==> config.mk <==
export PLATFORM = sky130hd
export DESIGN_NAME = dmem_lsu
export DESIGN_NICKNAME = d
export VERILOG_FILES = /design/src/rtl/dmem_lsu_pkg.sv /design/src/rtl/dmem_lsu_lane.sv /design/src/rtl/dmem_lsu.sv
export SDC_FILE = /design/constraint.sdc
export NUM_CORES = 1
export LEC_CHECK = 0
export CORE_ASPECT_RATIO = 0.5
export CORE_MARGIN = 2
export CORE_UTILIZATION = 30
export CTS_CLUSTER_DIAMETER = 150
export CTS_CLUSTER_SIZE = 40
export DETAILED_ROUTE_END_ITERATION = 16
export DONT_BUFFER_PORTS = 1
export PLACE_DENSITY = 0.47
export SLEW_MARGIN = 25
export SYNTH_ARGS = -nofsm -noshare
export SYNTH_HDL_FRONTEND = slang
export SYNTH_SLANG_ARGS = --single-unit
export TNS_END_PERCENT = 50
==> constraint.sdc <==
create_clock -name clk -period 9.8 [get_ports clk]
set_input_delay 2.45 -clock clk [delete_from_list [all_inputs] [get_ports clk]]
set_output_delay 2.45 -clock clk [all_outputs]
set_load 0.02 [all_outputs]
==> src/rtl/dmem_lsu_pkg.sv <==
// Shared definitions for the load/store unit: RISC-V funct3 encodings,
// FSM state type and the funct3 legality check.
package dmem_lsu_pkg;

  localparam logic [2:0] F3_B  = 3'b000;
  localparam logic [2:0] F3_H  = 3'b001;
  localparam logic [2:0] F3_W  = 3'b010;
  localparam logic [2:0] F3_BU = 3'b100;
  localparam logic [2:0] F3_HU = 3'b101;

  typedef enum logic [1:0] {
    S_IDLE,
    S_ACCESS,
    S_WRITE,
    S_RESP
  } state_e;

  // Loads accept all five encodings; stores only accept the signed ones (b/h/w).
  function automatic logic f3_illegal(input logic we, input logic [2:0] f3);
    logic known;
    known = (f3 == F3_B) || (f3 == F3_H) || (f3 == F3_W) ||
            (f3 == F3_BU) || (f3 == F3_HU);
    return !known || (we && f3[2]);
  endfunction

endpackage

==> src/rtl/dmem_lsu_lane.sv <==
// Byte-lane helper: extracts and sign/zero-extends a load lane from a word,
// and merges right-aligned store data into a word at the addressed lane(s).
// Halfword lane choice uses off_i[1] only, so misaligned halves align down.
module lsu_lane (
  input  logic [31:0] word_i,
  input  logic [1:0]  off_i,
  input  logic [2:0]  funct3_i,
  input  logic [15:0] wdata_i,
  output logic [31:0] ext_o,
  output logic [31:0] merge_o
);

  // Load lane extraction with sign extension when funct3[2]=0.
  always_comb begin
    logic [7:0]  byte_v;
    logic [15:0] half_v;
    case (off_i)
      2'd0:    byte_v = word_i[7:0];
      2'd1:    byte_v = word_i[15:8];
      2'd2:    byte_v = word_i[23:16];
      default: byte_v = word_i[31:24];
    endcase
    half_v = off_i[1] ? word_i[31:16] : word_i[15:0];
    case (funct3_i[1:0])
      2'b00:   ext_o = {{24{byte_v[7] & ~funct3_i[2]}}, byte_v};
      2'b01:   ext_o = {{16{half_v[15] & ~funct3_i[2]}}, half_v};
      default: ext_o = word_i;
    endcase
  end

  // Store merge: replace the target byte or half of the captured word.
  always_comb begin
    merge_o = word_i;
    case (funct3_i[1:0])
      2'b00: begin
        case (off_i)
          2'd0:    merge_o[7:0]   = wdata_i[7:0];
          2'd1:    merge_o[15:8]  = wdata_i[7:0];
          2'd2:    merge_o[23:16] = wdata_i[7:0];
          default: merge_o[31:24] = wdata_i[7:0];
        endcase
      end
      2'b01: begin
        if (off_i[1]) merge_o[31:16] = wdata_i;
        else          merge_o[15:0]  = wdata_i;
      end
      default: merge_o = word_i;
    endcase
  end

endmodule

==> src/rtl/dmem_lsu.sv <==
// Load/store unit between core and word-addressed data memory.
// Sub-word stores use read-modify-write (ACCESS reads, WRITE writes).
// Optional build macro: DMEM_LSU_MISALIGN_CHECK_EN flags misaligned h/w
// accesses as errors; without it they are silently aligned down.
module dmem_lsu
  import dmem_lsu_pkg::*;
(
  input  logic        clk,
  input  logic        reset,
  input  logic        req_valid,
  output logic        req_ready,
  input  logic        req_we,
  input  logic [2:0]  req_funct3,
  input  logic [31:0] req_addr,
  input  logic [31:0] req_wdata,
  output logic        rsp_valid,
  output logic [31:0] rsp_rdata,
  output logic        rsp_err,
  output logic        mem_we,
  output logic [31:0] mem_a,
  output logic [31:0] mem_wd,
  input  logic [31:0] mem_rd
);

  state_e      state_q;
  logic        we_q;
  logic [2:0]  f3_q;
  logic [31:0] addr_q;
  logic [31:0] wdata_q;
  logic [31:0] merge_q;
  logic [31:0] rdata_q;
  logic        err_q;

  logic        accept;
  logic        misalign;
  logic        req_bad;
  logic        is_sw;
  logic [31:0] ld_ext;
  logic [31:0] st_merge;
  logic [31:0] ld_merge_unused;
  logic [31:0] st_ext_unused;

  assign req_ready = (state_q == S_IDLE);
  assign accept    = req_valid && req_ready;
  assign is_sw     = we_q && (f3_q == F3_W);

`ifdef DMEM_LSU_MISALIGN_CHECK_EN
  assign misalign = ((req_funct3[1:0] == 2'b01) && req_addr[0]) ||
                    ((req_funct3 == F3_W) && (req_addr[1:0] != 2'b00));
`else
  assign misalign = 1'b0;
`endif

  assign req_bad = f3_illegal(req_we, req_funct3) || misalign;

  lsu_lane u_ld_lane (
    .word_i   (mem_rd),
    .off_i    (addr_q[1:0]),
    .funct3_i (f3_q),
    .wdata_i  (wdata_q[15:0]),
    .ext_o    (ld_ext),
    .merge_o  (ld_merge_unused)
  );

  lsu_lane u_st_lane (
    .word_i   (merge_q),
    .off_i    (addr_q[1:0]),
    .funct3_i (f3_q),
    .wdata_i  (wdata_q[15:0]),
    .ext_o    (st_ext_unused),
    .merge_o  (st_merge)
  );

  // Request FSM: latch on accept, perform the access, pulse the response.
  always_ff @(posedge clk or posedge reset) begin
    if (reset) begin
      state_q <= S_IDLE;
      we_q    <= 1'b0;
      f3_q    <= '0;
      addr_q  <= '0;
      wdata_q <= '0;
      merge_q <= '0;
      rdata_q <= '0;
      err_q   <= 1'b0;
    end else begin
      case (state_q)
        S_IDLE: begin
          if (accept) begin
            we_q    <= req_we;
            f3_q    <= req_funct3;
            addr_q  <= req_addr;
            wdata_q <= req_wdata;
            rdata_q <= '0;
            err_q   <= req_bad;
            state_q <= req_bad ? S_RESP : S_ACCESS;
          end
        end
        S_ACCESS: begin
          if (!we_q) begin
            rdata_q <= ld_ext;
            state_q <= S_RESP;
          end else if (is_sw) begin
            state_q <= S_RESP;
          end else begin
            merge_q <= mem_rd;
            state_q <= S_WRITE;
          end
        end
        S_WRITE: state_q <= S_RESP;
        default: state_q <= S_IDLE;
      endcase
    end
  end

  // Memory side decoded from state so reset removes mem_we immediately.
  always_comb begin
    mem_we = 1'b0;
    mem_a  = '0;
    mem_wd = '0;
    case (state_q)
      S_ACCESS: begin
        mem_a = {addr_q[31:2], 2'b00};
        if (is_sw) begin
          mem_we = 1'b1;
          mem_wd = wdata_q;
        end
      end
      S_WRITE: begin
        mem_a  = {addr_q[31:2], 2'b00};
        mem_we = 1'b1;
        mem_wd = st_merge;
      end
      default: ;
    endcase
  end

  assign rsp_valid = (state_q == S_RESP);
  assign rsp_rdata = rdata_q;
  assign rsp_err   = err_q;

endmodule

==> Word level (Yosys, flattened, before mapping) <==
Cells that the tools add are included.
{ "op_classes": {"addsub": 0, "mul": 0, "n_div": 0, "magnitude_cmp": 0, "eq_ne": 13, "n_shift": 0, "mux": 23, "n_bitwise": 4, "reduce_logical": 19} }
{ "ops": {"columns": ["op", "n"], "rows": [
  ["$pmux 32 s2", 4],
  ["$mux 32", 4],
  ["$mux 16", 3],
  ["$mux 8", 4],
  ["$pmux 8 s3", 1],
  ["$eq 2x1->1 const B", 3],
  ["$eq 2x2->1 const B", 3],
  ["$eq 3x2->1 const B", 2],
  ["$eq 3x3->1 const B", 2],
  ["$logic_not 2->1", 3],
  ["$pmux 2 s3", 1],
  ["$reduce_and 3->1", 2],
  ["$logic_or 1x1->1", 5],
  ["$mux 2", 2],
  ["$eq 3x1->1 const B", 1],
  ["$logic_and 1x1->1", 3],
  ["$logic_not 3->1", 1],
  ["$mux 1", 3],
  ["$reduce_or 3->1", 1],
  ["$and 1x1->1", 2],
  ["$ne 2x1->1 const B", 1],
  ["$ne 2x2->1 const B", 1],
  ["$not 1->1", 2],
  ["$pmux 1 s2", 1],
  ["4 further kinds", 4]
]} }
{ "totals": {"register_bits": 135, "latchBits": 0, "ramBits": 0, "mem_bits_ro": 0, "inputBits": 103, "out_inout_bits": 100, "word_cells": 67, "n_memories": 0} }

==> Depth between registers and ports, before layout <==
{ "depth": {"depth_word": 10, "ltp_mapped": 8, "depth_no_buf": 6} }

==> Hierarchy <==
Synthesis repeated with hierarchy kept, for this count alone.
{ "hier_totals": {"hier_cells": 953, "hier_area_um2": 9399.0} }
{ "modules_own_cells": {"columns": ["mod", "n_inst", "cells_each", "area_per_inst_um2", "seq_area_each_um2"], "rows": [
  ["dmem_lsu", 1, 455, 5935.7, 3378.2],
  ["lsu_lane", 2, 249, 1731.7, 0.0]
]} }

==> Least setup slack after synthesis <==
No wires, ideal clock.
{ "synth_timing": {"path_type": "register -> output", "start": "register state_q[0]", "end": "output port mem_wd[24]", "arrival_time_ns": 1.905, "required_time_ns": 7.350, "setup_slack_ns": 5.445, "stages_incl_launch_ff": 8, "path_cell_list": "dfrtp_1 inv_1 ha_1 clkbuf_1 and2_1 buf_2 o221ai_1 o21ai_0"} }
{ "synth_between": {"elab_chain_len": 2, "elab_cells_between_ends": 3} }
{ "synth_lines": {"columns": ["item", "line_no", "source"], "rows": [
  ["from (decl)", "dmem_lsu.sv:25", "state_e state_q;"],
  ["from (signal assigned)", "dmem_lsu.sv:95", "state_q <= req_bad ? S_RESP : S_ACCESS;"],
  ["$eq 2x2->1 / $eq 2x1->1 (equally long branches)", "dmem_lsu.sv:120", "case (state_q)"],
  ["$pmux 32 s2 *", "dmem_lsu.sv:120", null],
  ["to (decl)", "dmem_lsu.sv:21", "output logic [31:0] mem_wd,"]
]} }
Every way passes the cells marked *; elsewhere a longest branch is shown, timed or not.

==> Worst setup path in the final report <==
{ "layout_timing": {"start": "register f3_q[0]", "end": "output port mem_wd[16]"} }
{ "layout_between": {"elab_chain_len": 4, "elab_cells_between_ends": 7} }
{ "layout_lines": {"columns": ["item", "line_no", "source"], "rows": [
  ["from (decl)", "dmem_lsu.sv:27", "logic [2:0] f3_q;"],
  ["from (signal assigned)", "dmem_lsu.sv:90", "f3_q <= req_funct3;"],
  ["$eq 3x2->1", "dmem_lsu.sv:45", "assign is_sw = we_q && (f3_q == F3_W);"],
  ["$logic_and 1x1->1", "dmem_lsu.sv:45", null],
  ["$mux 32", "dmem_lsu.sv:123", "if (is_sw) begin"],
  ["$pmux 32 s2 *", "dmem_lsu.sv:120", null]
]} }
Marked as above.

==> reports/qor.yml <==
sta:
  fmax_ghz: 0.184
  finalCritPeriodShare: 0.553
  finClkSkew_ps: 36.8
  hold_viol_final: 0
  rsz0062_at_grt: "false"
  relSlewSlack: 0.366
  fin_tns_setup_ps: 0
  setup_violations: 0
  tightest_slew_ps: 951
  report.final.slew_viol_count: 0
  setup_ws_ps: 4380
  min_period_ps: 5420
power:
  p_int_w: 0.00178
  switchingPower_w: 0.00135
  pwr_density_cell_mw_per_mm2: 400
  ir_worst_vdd_uv: 164
  power_frac_seq: 0.366
  swShare: 0.431
  p_leak_nw: 3.34
  pwr-share-clk: 0.221
  pwr-share-comb: 0.412
  finalPower_w: 0.00313
place:
  io_buffers: 0
  pre_cts_ws_ps: 4800
  place_hpwl_microns: 16200
  gp_congestion: 0.817
  dp_cells: 890
  placed_area_sq_mm: 0.00719
cells_and_area:
  syn_to_final_growth_pct: 12.6
  final_common_cell: "dfrtp_1"
  design_area_sq_mm: 0.00783
  final_nets: 709
  final_cells: 926
  regArea_sq_mm: 0.00338
  drive_above_1_share: 0.237
  multiInputGateArea_sq_mm: 0.00333
  fillers: 2272
  mostFrequentLayoutCells: "dfrtp_1, mux2_2, nand2_1"
worst_setup_path:
  r2r_slack_ps: 7250
  path_class: "flip-flop to primary output"
  slowest_delay_ps: 820
  crit_fanout: 24
  crit_required_ps: 7350
  critPathCaptureType: "primary output"
  critPathArrivalTime_ps: 2970
  crit_chain: "nand2b_1 > and3_1 > o21ai_0 > a21boi_0"
  slowest_stage: "dfrtp_1"
  ff2ff_path_depth: 4
  regToRegEndpoint: "merge_q[12]"
  cp-start-kind: "flip-flop"
  worstSetupEndpoint: "mem_wd[16]"
  reg2reg_from: "f3_q[0]"
  startpoint: "f3_q[0]"
synth:
  yosys_warnings: 0
  synth_edf_count: 0
  yosysSeqAreaShare: 0.486
  syn_area_sq_mm: 0.00696
  syn_avg_cell_area_sq_um: 11.2
  synth-main-ff-cell: "dfrtp_1"
  yosys.cell_types.count: 50
  async_reset_ff_frac: 1.00
  ys_ff_latch: 135
  synthCells: 622
detailed_routing:
  first_pass_iters: 4
  totalWireLength_microns: 22500
  viasPerCell: 5.37
  num_vias: 4970
  post_drt_wl_per_cell_microns: 24.4
  drc: 0
  ant_nets: 0
  initialDrtViolationCount: 390
global_route:
  use_met3: 0.0760
  use_met2: 0.283
  grt_pass1_wl_microns: 33600
  gr-max-usage-layer: "met2"
  grt-ovfl-total: 0
  grt_pass1_vias: 5097
  grtUsageMet1: 0.253
  grt_max_degree: 71
  grt.total_usage: 0.190
  grt_antenna_before_repair: 5
die:
  die_h_microns: 112
  die-width_microns: 219
  core_sq_mm: 0.0228
  initial_core_util: 0.305
  num_io_pins: 203
  die_area_sq_mm: 0.0245
  rows: 39
clocking:
  cts_resized: 0
  htreeDepth: 4
  cts-buffers-inserted: 17
  root_buffer: "clkbuf_16"
  cts_max_path_buffers: 2
  cts_hold_buf: 0
  cts_tree: "done"
  clk_pin_slew_worst_paths_ps: 60
  cts.sinks: 135
  cts_setup_buffers: 0
  clock_latency_ps: 440
hold_path:
  hold_path.class: "flip-flop to flip-flop"
run_status:
  status: "finished clean"
job:
  max_cap_viol_count: 0
-- worst min-delay path by stage --
stage               start          to  slack [ps]  depth (start not counted)
2_1_floorplan  addr_q[10]  addr_q[10]         470                          1
3_3_place_gp    addr_q[4]   addr_q[4]         480                          1
3_5_place_dp    addr_q[9]   addr_q[9]         490                          1
4_1_cts        addr_q[23]  addr_q[23]         500                          1
5_1_grt        addr_q[17]  addr_q[17]         510                          1
6_report       addr_q[14]  addr_q[14]         500                          1
-- critical path, delay by kind of cell, from the launching register on --
family,cells,cell delay (ps)
AO/OA/AOI/OAI,2,730
flip-flops,1,820
AND/OR/NAND/NOR,2,970
-- per-layer routing --
| layer | vias up | share of wire |
|---|---|---|
| li1 | 2255 | - |
| met1 | 2562 | 0.45 |
| met2 | 132 | 0.46 |
| met3 | 17 | 0.069 |
| met4 | 4 | 0.011 |
| met5 | - | 0.0013 |
-- state kept, by name (all words and copies together), names as in the netlist --
register / cells
merge_q: 32
f3_q: 3
rsp_err: 1
we_q: 1
state_q: 2
addr_q: 32
wdata_q: 32
rsp_rdata: 32
-- metrics by stage --
step                      utilization  hold slack, ps
after global routing            0.343             515
after floorplan                     -             471
after detailed placement        0.315             486
final                           0.344             496
after global placement          0.315             479
after CTS                       0.343             501
-- Yosys cell counts (12+ instances only) --
cell type	count	area, sq um
dfrtp_1	135	3380
mux2_2	101	1140
nand2_1	53	199
and2_1	34	213
o21ai_0	21	105
a211oi_1	18	135
a21boi_0	18	135
a221o_1	18	180
and3_1	18	113
clkbuf_1	18	67.6
a21oi_1	16	80.1
buf_2	14	70.1
nor2_1	13	48.8
o221ai_1	13	114
a21o_1	12	90.1
-- final cells by class --
type,instances,area share
inverter,10,0.00543
sequential,135,0.431
antenna,4,0.00128
multi-input combinational,431,0.425
timing repair buffer,7,0.00671
tap,307,0.0491
clock inverter,8,0.0182
clock buffer,24,0.0628
-- logic make-up (layout without fill, tap and decap cells) --
| family | after synthesis | count (layout) | share of synthesized area |
|---|---|---|---|
| and+or+nand+nor | 162 | 162 | 0.126 |
| AOI/OAI and AO/OA | 152 | 152 | 0.163 |
| DFF | 135 | 135 | 0.486 |
| muxes | 111 | 111 | 0.180 |
| buffers and inverters | 57 | 49 | 0.0381 |
| adders and majority gates | 4 | 4 | 0.00719 |
| other | 1 | 6 | 0.000539 |
-- power groups by stage --
stage	clock network, W	logic (W)	registers [W]
2_1_floorplan	0	0.00111	0.00100
3_3_place_gp	0	0.00129	0.00115
3_5_place_dp	0	0.00130	0.00115
4_1_cts	0.000716	0.00130	0.00115
5_1_grt	0.000742	0.00141	0.00118
6_report	0.000693	0.00129	0.00115
Note: power is estimated with default switching activity, not from simulation.
